[config.mk]
export PLATFORM = sky130hd
export DESIGN_NAME = nrzi_stuff_tx
export DESIGN_NICKNAME = d
export VERILOG_FILES = /design/src/rtl/nrzi_pkg.sv /design/src/rtl/nrzi_line_enc.sv /design/src/rtl/nrzi_stuff_tx.sv
export SDC_FILE = /design/constraint.sdc
export NUM_CORES = 1
export LEC_CHECK = 0
export BUFFER_PORTS_ARGS = -buffer_cell sky130_fd_sc_hd__buf_2
export CORE_AREA = 2 2 85 87
export CTS_CLUSTER_DIAMETER = 120
export DETAILED_ROUTE_END_ITERATION = 6
export DIE_AREA = 0 0 87 89
export PLACE_DENSITY = 0.38
export SYNTH_ARGS = -nofsm -noshare
export SYNTH_HDL_FRONTEND = slang
export SYNTH_HIERARCHICAL = 1
export SYNTH_SLANG_ARGS = --single-unit
[constraint.sdc]
create_clock -name clk_i -period 5.8 [get_ports clk_i]
set_clock_uncertainty 0.1 [all_clocks]
set_input_delay 1.16 -clock clk_i [delete_from_list [all_inputs] [get_ports clk_i]]
set_output_delay 1.16 -clock clk_i [all_outputs]
set_load 0.005 [all_outputs]
[src/rtl/nrzi_pkg.sv]
// Shared types and helpers for the NRZI bit-stuffing transmitter and its line encoder.
package nrzi_pkg;

    typedef enum logic [1:0] {
        S_IDLE,
        S_SHIFT,
        S_STUFF
    } e_tx_state;

    typedef enum logic [1:0] {
        LINE_HOLD,
        LINE_EMIT,
        LINE_IDLE
    } e_line_cmd;

    // True when this raw bit must flip the line level.
    function automatic logic nrzi_toggle(input logic raw, input logic toggle_on_zero);
        return raw ^ toggle_on_zero;
    endfunction

endpackage

[src/rtl/nrzi_line_enc.sv]
// NRZI line register pair: level y and driver enable oe, updated by a one-of-three command.
module nrzi_line_enc
    import nrzi_pkg::*;
#(
    parameter int IDLE_LEVEL     = 1,
    parameter int TOGGLE_ON_ZERO = 1
) (
    input  logic      clk,
    input  logic      rst_n,
    input  e_line_cmd cmd,
    input  logic      raw,
    output logic      y,
    output logic      oe
);

    localparam logic IDLE_BIT = (IDLE_LEVEL != 0);
    localparam logic TOG_ZERO = (TOGGLE_ON_ZERO != 0);

    // NOTE: sequential state is written only with non-blocking assignments so every
    // register samples the pre-edge values, independent of block evaluation order.
    always_ff @(posedge clk or negedge rst_n) begin
        if (!rst_n) begin
            y  <= IDLE_BIT;
            oe <= 1'b0;
        end else begin
            case (cmd)
                LINE_EMIT: begin
                    if (nrzi_toggle(raw, TOG_ZERO)) y <= ~y;
                    oe <= 1'b1;
                end
                LINE_IDLE: begin
                    y  <= IDLE_BIT;
                    oe <= 1'b0;
                end
                default: ;
            endcase
        end
    end

endmodule

[src/rtl/nrzi_stuff_tx.sv]
// Parallel-in NRZI line transmitter with bit stuffing: holding register, LSB-first shifter,
// ones counter and a three-state sequencer driving the shared line encoder.
module nrzi_stuff_tx
    import nrzi_pkg::*;
#(
    parameter int DATA_W         = 8,
    parameter int STUFF_LEN      = 6,
    parameter int IDLE_LEVEL     = 1,
    parameter int TOGGLE_ON_ZERO = 1
) (
    input  logic              clk_i,
    input  logic              resetn_i,
    input  logic              bit_en_i,
    input  logic [DATA_W-1:0] data_i,
    input  logic              last_i,
    input  logic              valid_i,
    output logic              ready_o,
    output logic              y_o,
    output logic              oe_o,
    output logic              stuff_o,
    output logic              underrun_o,
    output logic              busy_o
);

    localparam int                CNT_W    = $clog2(STUFF_LEN + 1);
    localparam int                IDX_W    = $clog2(DATA_W);
    localparam logic [CNT_W-1:0]  CNT_MAX  = CNT_W'(STUFF_LEN);
    localparam logic [IDX_W-1:0]  IDX_LAST = IDX_W'(DATA_W - 1);

    logic [DATA_W-1:0] hold_data;
    logic              hold_last;
    logic              hold_full;

    logic [DATA_W-1:0] sh_data;
    logic [IDX_W-1:0]  sh_idx;
    logic              sh_last;
    logic              sh_full;

    logic [CNT_W-1:0]  ones_cnt;
    e_tx_state         state;
    logic              final_sent;
    logic              stuff_q;
    logic              underrun_q;

    logic              accept;
    logic              shift_bit;
    logic              stuff_bit;
    logic              underrun;
    logic              raw_bit;
    logic              word_done;
    logic              load;
    logic              stuff_due;
    logic [CNT_W-1:0]  cnt_next;
    e_line_cmd         line_cmd;
    logic              line_raw;

    // NOTE: every signal driven here gets a default before any condition, so no
    // path through the block leaves a value unassigned and no latch is inferred.
    always_comb begin
        accept    = valid_i & ~hold_full;
        shift_bit = (state == S_SHIFT) & bit_en_i & sh_full;
        stuff_bit = (state == S_STUFF) & bit_en_i;
        underrun  = (state == S_SHIFT) & bit_en_i & ~sh_full & ~hold_full;
        raw_bit   = sh_data[sh_idx];
        word_done = shift_bit & (sh_idx == IDX_LAST);
        // Reloading on the edge that shifts out the last bit keeps words gap-free.
        load      = hold_full & (~sh_full | word_done);

        if (!raw_bit)                cnt_next = '0;
        else if (ones_cnt == CNT_MAX) cnt_next = ones_cnt;
        else                         cnt_next = ones_cnt + CNT_W'(1);
        stuff_due = shift_bit & (cnt_next == CNT_MAX);

        line_cmd = LINE_HOLD;
        line_raw = raw_bit;
        if (shift_bit) begin
            line_cmd = LINE_EMIT;
        end else if (stuff_bit) begin
            line_cmd = LINE_EMIT;
            line_raw = 1'b0;
        end else if (underrun || ((state == S_IDLE) && bit_en_i)) begin
            line_cmd = LINE_IDLE;
        end
    end

    // NOTE: the word storage is reset along with the control flags; the buffers are
    // only two words deep, and a cleared datapath makes post-reset state deterministic.
    always_ff @(posedge clk_i or negedge resetn_i) begin
        if (!resetn_i) begin
            hold_data <= '0;
            hold_last <= 1'b0;
            hold_full <= 1'b0;
            sh_data   <= '0;
            sh_idx    <= '0;
            sh_last   <= 1'b0;
            sh_full   <= 1'b0;
        end else begin
            if (accept) begin
                hold_data <= data_i;
                hold_last <= last_i;
                hold_full <= 1'b1;
            end else if (load) begin
                hold_full <= 1'b0;
            end

            if (load) begin
                sh_data <= hold_data;
                sh_last <= hold_last;
                sh_idx  <= '0;
                sh_full <= 1'b1;
            end else if (shift_bit) begin
                sh_idx <= sh_idx + IDX_W'(1);
                if (word_done) sh_full <= 1'b0;
            end
        end
    end

    always_ff @(posedge clk_i or negedge resetn_i) begin
        if (!resetn_i) begin
            state      <= S_IDLE;
            ones_cnt   <= '0;
            final_sent <= 1'b0;
            stuff_q    <= 1'b0;
            underrun_q <= 1'b0;
        end else begin
            stuff_q    <= stuff_bit;
            underrun_q <= underrun;
            unique case (state)
                S_IDLE: begin
                    ones_cnt   <= '0;
                    final_sent <= 1'b0;
                    // A still-driven line must first return to idle on a strobe.
                    if ((sh_full || load) && (!oe_o || bit_en_i)) state <= S_SHIFT;
                end
                S_SHIFT: begin
                    if (underrun) begin
                        state    <= S_IDLE;
                        ones_cnt <= '0;
                    end else if (shift_bit) begin
                        ones_cnt <= cnt_next;
                        if (stuff_due) begin
                            state      <= S_STUFF;
                            final_sent <= word_done & sh_last;
                        end else if (word_done && sh_last) begin
                            state <= S_IDLE;
                        end
                    end
                end
                S_STUFF: begin
                    if (bit_en_i) begin
                        ones_cnt <= '0;
                        state    <= final_sent ? S_IDLE : S_SHIFT;
                    end
                end
                default: state <= S_IDLE;
            endcase
        end
    end

    nrzi_line_enc #(
        .IDLE_LEVEL     (IDLE_LEVEL),
        .TOGGLE_ON_ZERO (TOGGLE_ON_ZERO)
    ) u_line (
        .clk   (clk_i),
        .rst_n (resetn_i),
        .cmd   (line_cmd),
        .raw   (line_raw),
        .y     (y_o),
        .oe    (oe_o)
    );

    assign ready_o    = ~hold_full;
    assign busy_o     = (state != S_IDLE);
    assign stuff_o    = stuff_q;
    assign underrun_o = underrun_q;

endmodule
Word-level counts from Yosys, hierarchy flattened
Cells that the tools add are included.
Widths: inputs -> output; s select.
- flip-flop bits (word level): 33
- output and inout bits: 6
- add/sub/neg operators: 2
- order comparisons: 1
- equal/unequal tests: 15
- mux-type cells: 35
- bitwise logic cells: 14
- reductions and logical operators: 20
- operators by type and width (operator ; count):
    $mux 3 ; 7
    $mux 2 ; 9
    $mux 1 ; 13
    $reduce_bool 2->1 ; 6
    $and 1x1->1 ; 10
    $ne 2x2->1 const B ; 5
    $eq 3x3->1 const B ; 3
    $pmux 3 s3 ; 1
    $reduce_and 4->1 ; 2
    $add 3x1->3 const B ; 2
    $pmux 1 s2 ; 3
    $pmux 2 s3 ; 1
    $eq 2x1->1 const B ; 2
    $eq 2x2->1 const B ; 2
    $lt 3x4->1 const B ; 1
    $ne 4x3->1 const B ; 1
    $reduce_and 2->1 ; 2
    $bmux 1 s3 ; 1
    $logic_and 1x1->1 ; 3
    $logic_or 1x1->1 ; 3
    $ne 3x3->1 const B ; 1
    $not 1->1 ; 3
    $reduce_and 3->1 ; 1
    $reduce_bool 3->1 ; 1
    4 further kinds ; 4

Depth between registers and ports, before layout
- depth in word-level cells: 11
- mapped depth: 8
- depth with buffers taken out: 8

Cells and area by module
Netlist, hierarchy kept.
- by module, submodules not included (module ; times used ; cells an instance ; area an instance (µm²) ; seq. area each (µm²)):
    nrzi_stuff_tx ; 1 ; 123 ; 1456.4 ; 775.7
    nrzi_line_enc ; 1 ; 13 ; 136.4 ; 51.3

Least setup slack after synthesis
No wires, ideal clock.
- kind: input -> register
- start: input bit_en_i
- end: register sh_data[1]
- arrival: 2578 ps
- path slack: 2997 ps
- stages on the path: 7
- path buffers: 3
- cells stage by stage: buf_2 > and4b_1 > buf_2 > nand2_1 > a21oi_1 > buf_2 > mux2_2
- longest elaborated chain between the ends: 5
- RTL lines (element ; line ; RTL):
    start: declaration ; nrzi_stuff_tx.sv:13 ; input logic bit_en_i,
    $and 1x1->1 (2 in a row) ; nrzi_stuff_tx.sv:61 ; shift_bit = (state == S_SHIFT) & bit_en_i & sh_full;
    $and 1x1->1 ; nrzi_stuff_tx.sv:65 ; word_done = shift_bit & (sh_idx == IDX_LAST);
    $or 1x1->1 ; nrzi_stuff_tx.sv:67 ; load = hold_full & (~sh_full | word_done);
    $and 1x1->1 ; nrzi_stuff_tx.sv:67 ;
    end signal: assignment ; nrzi_stuff_tx.sv:107 ; sh_data <= hold_data;
    end: declaration ; nrzi_stuff_tx.sv:34 ; logic [DATA_W-1:0] sh_data;
No other way between the ends.
A chain may end at the register's enable or synchronous reset.

Final worst setup path
- start: input bit_en_i
- end: register sh_data[4]
The elaborated chain is that of the path after synthesis.

==> results summary <==
The number of DRC markers after the initial detailed-route iteration came out at 84. The synthesized netlist cell count came out at 136. The die covers 7743 um^2. The final setup TNS came out at 0 ns. After synthesis, the cell types taking the most area are dfrtp_1 (50%), mux2_2 (13%), ha_1 (5.5%), mux2i_1 (3.8%), nand2_1 (3.3%). The library cell used as clock root buffer is clkbuf_8.

The H-tree was split into 2 levels. Wires add up to 3.010 mm. At the later pin of the worst-skew pair, clock insertion delay measures 0.28 ns.

The flow ran to the end, and the final reports show no timing, DRC or antenna violations. The net count reported at finish is 175. The number of enable-type register cells in the synthesized netlist is 0. The total count of hold-check failures in the final report is 0. The floorplan core area came out at 6719 um^2. The number of antenna violations at the first check in global routing is 0. The number of DRC violations after detailed routing came out at 0. After detailed routing, the average wire length per cell comes to 12.75 um.

The number of clock sinks seen by CTS came out at 33. The global-route wire length before repair came out at 5.112 mm. Across the VDD grid, the largest voltage drop is 0.0001665 V. The share of the Yosys chip area taken by registers is 51.92%.

The total nets after synthesis is 156. The cell row count is 30. The commonest cells after synthesis are dfrtp_1 (32), mux2_2 (18), nand2_1 (14). The mean number of vias per cell came out at 4.449. The layout cell share with drive strength beyond 1 is 30.77%.

The flip-flop and latch count after synthesis came out at 33. The pin slew with the least headroom to its limit came out at 1.144 ns. Power spread over the standard cell area amounts to 463.6 nW/um^2. The congestion estimate from routability-driven global placement came to 0.6907.

The number of buffers added for setup after CTS came out at 0. The most used flip-flop cell after synthesis is dfrtp_1. The maximum number of pins on one net before global-route repair came out at 34. The final clock period utilization by the worst path came out at 52.91%. The number of buffers added to fix hold violations after cts is 0. The post-DP HPWL came out at 2.141 mm. The clock tree from TritonCTS is built. For this configuration, the core starts out at a cell density of 23.71%. After routing the design area is 1866 um^2.

The via count is 1050. The maximum count of clock buffers along a single path came out at 2. STA classifies the critical path startpoint as an input pin. The critical path start-end classification is input pin to flip-flop. The maximum achievable frequency came out at 325.9 MHz.

The number of nets with antenna violations after detailed routing is 0. The number of resized instances in the post-cts repair step is 0. The final number of setup-violating endpoints came out at 0. The count of cell types in the netlist came out at 35. The TritonCTS buffer count came out at 5.

The synthesized design devotes to its leading area cell type 50.27% of total area. The routed design could run at a clock period as short as 3.069 ns. Summed over all instances, the cell type with the most area after synthesis is dfrtp_1. Across the run, the number of max-cap violations was 0. The total global routing track utilization came out at 8.662%. The number of pins with negative max-slew slack in the final report came out at 0. In this run the worst hold path is classified as flip-flop to flip-flop. The static power due to leakage came out at 0.8900 nW. Summing all placed instances gives a cell area of 1749 um^2.

The cell area after synthesis came out at 1593 um^2. In the post-synthesis netlist, the cell with the most instances is dfrtp_1. The required time of the worst setup path came out at 5.87 ns. Setup repair after global routing left no endpoint under its margin. The number of antenna diodes in the final layout is 0.

The number of global-route vias before repair came to 1099. Along the worst path, the maximum fanout reaches 13. The clock-pin slew of the registers on the worst-case setup and hold paths came out at 0.07 ns. STA classifies the critical path endpoint as a flip-flop. The width of the chip is 87 um. After synthesis, the mean cell area works out to 11.71 um^2. The die is 89 um tall.

19 I/O pins were placed. The async set or reset register ratio after synthesis came out at 100.0%. The relative area change from synthesis to final layout is 17.12%. The worst slew margin relative to its limit came out at 23.73%. The total of buffers placed on input and output ports came out at 18.

The data arrival time of the critical path is 3.14 ns. The number of warning messages in the yosys log is 6. The first detailed-routing pass took 4 iterations. The global route total overflow came out at 0.
per-layer routing:
layer  share of wire, %  vias up  GRT usage, %  routed length, um
li1                   -      511             -                  -
met1                 47      513         10.21               1400
met2                 48       22         14.43               1430
met3                5.0        4         3.139                149
met4               0.96        0         3.409                 29
met5                  0        -             0                  0
layout make-up:
| type | count | area, um^2 |
|---|---|---|
| clock buffers | 7 | 86.33 |
| clock inverters | 1 | 30.03 |
| fillers | 697 | 4853 |
| inverters | 9 | 33.78 |
| multi-input cells | 88 | 698.2 |
| flip-flops and latches | 33 | 827.0 |
| well taps | 80 | 100.1 |
| repair buffers | 18 | 90.09 |
per-stage QoR:
step                      instances  util, %  total power, mW  hold WS (ns)  setup slack [ns]
after detailed placement        228    26.03           0.6531        0.3907             2.352
after global routing            236    27.77           0.9330        0.4297             2.511
after CTS                       236    27.77           0.8820        0.4075             2.688
final                           236    27.77           0.8649        0.4043             2.731
after global placement          228    26.03           0.6433        0.3902             2.460
after floorplan                 136        -           0.5809        0.3750             2.997
sequential cells by signal (all words and copies together) (netlist names):
name,flops
final_sent,1
hold_data,8
hold_full,1
hold_last,1
ones_cnt,3
sh_data,8
sh_full,1
sh_idx,3
sh_last,1
state,2
stuff_o,1
u_line/oe,1
u_line/y,1
underrun_o,1
critical path: stages:
cell,delay [ns]
buf_2,0.17
and4b_1,0.37
nand2_1,0.10
a21oi_1,0.90
mux2_2,0.43
worst paths after layout:
kind,slack [ns],end,startpoint,cells after the start
min in group asynchronous,0.84,sh_data[4],resetn_i,1
min reg2reg,0.40,hold_data[5],hold_data[5],1
max in group asynchronous,4.29,sh_data[3],resetn_i,1
max,2.73,sh_data[4],bit_en_i,5
max reg2reg,3.24,sh_data[4],state[1],4
min,0.40,hold_data[5],hold_data[5],1
report_power, final:
part           leakage (nW)  internal, mW  total, mW  switching [mW]
sequential            0.405         0.319      0.384          0.0649
combinational         0.427         0.140      0.260           0.120
clock                0.0585         0.140      0.222          0.0817
total                 0.890         0.598      0.865           0.266
cell families after synthesis:
kind of cell / Yosys count / share of synthesized area [%]
XOR/XNOR: 1 / 0.5500
buffers and inverters: 15 / 4.242
multiplexers: 26 / 18.62
flip-flops: 33 / 51.93
AND/OR/NAND/NOR: 37 / 11.94
AO/OA/AOI/OAI: 17 / 7.227
adder cells (fa/ha/maj): 7 / 5.499
placed cells by master (no fill, tap or decap), types with 2 or more instances in the layout:
cell type / instances
ha_1: 7
o22ai_1: 2
mux2i_1: 6
inv_1: 9
clkbuf_8: 6
o21ai_0: 2
dfrtp_1: 32
buf_2: 18
nor2_1: 7
nor3_1: 2
mux2_2: 18
nand3_1: 2
nand2b_1: 4
nand2_1: 14
a21oi_1: 5
a21o_1: 2
Note: power is estimated with default switching activity, not from simulation.
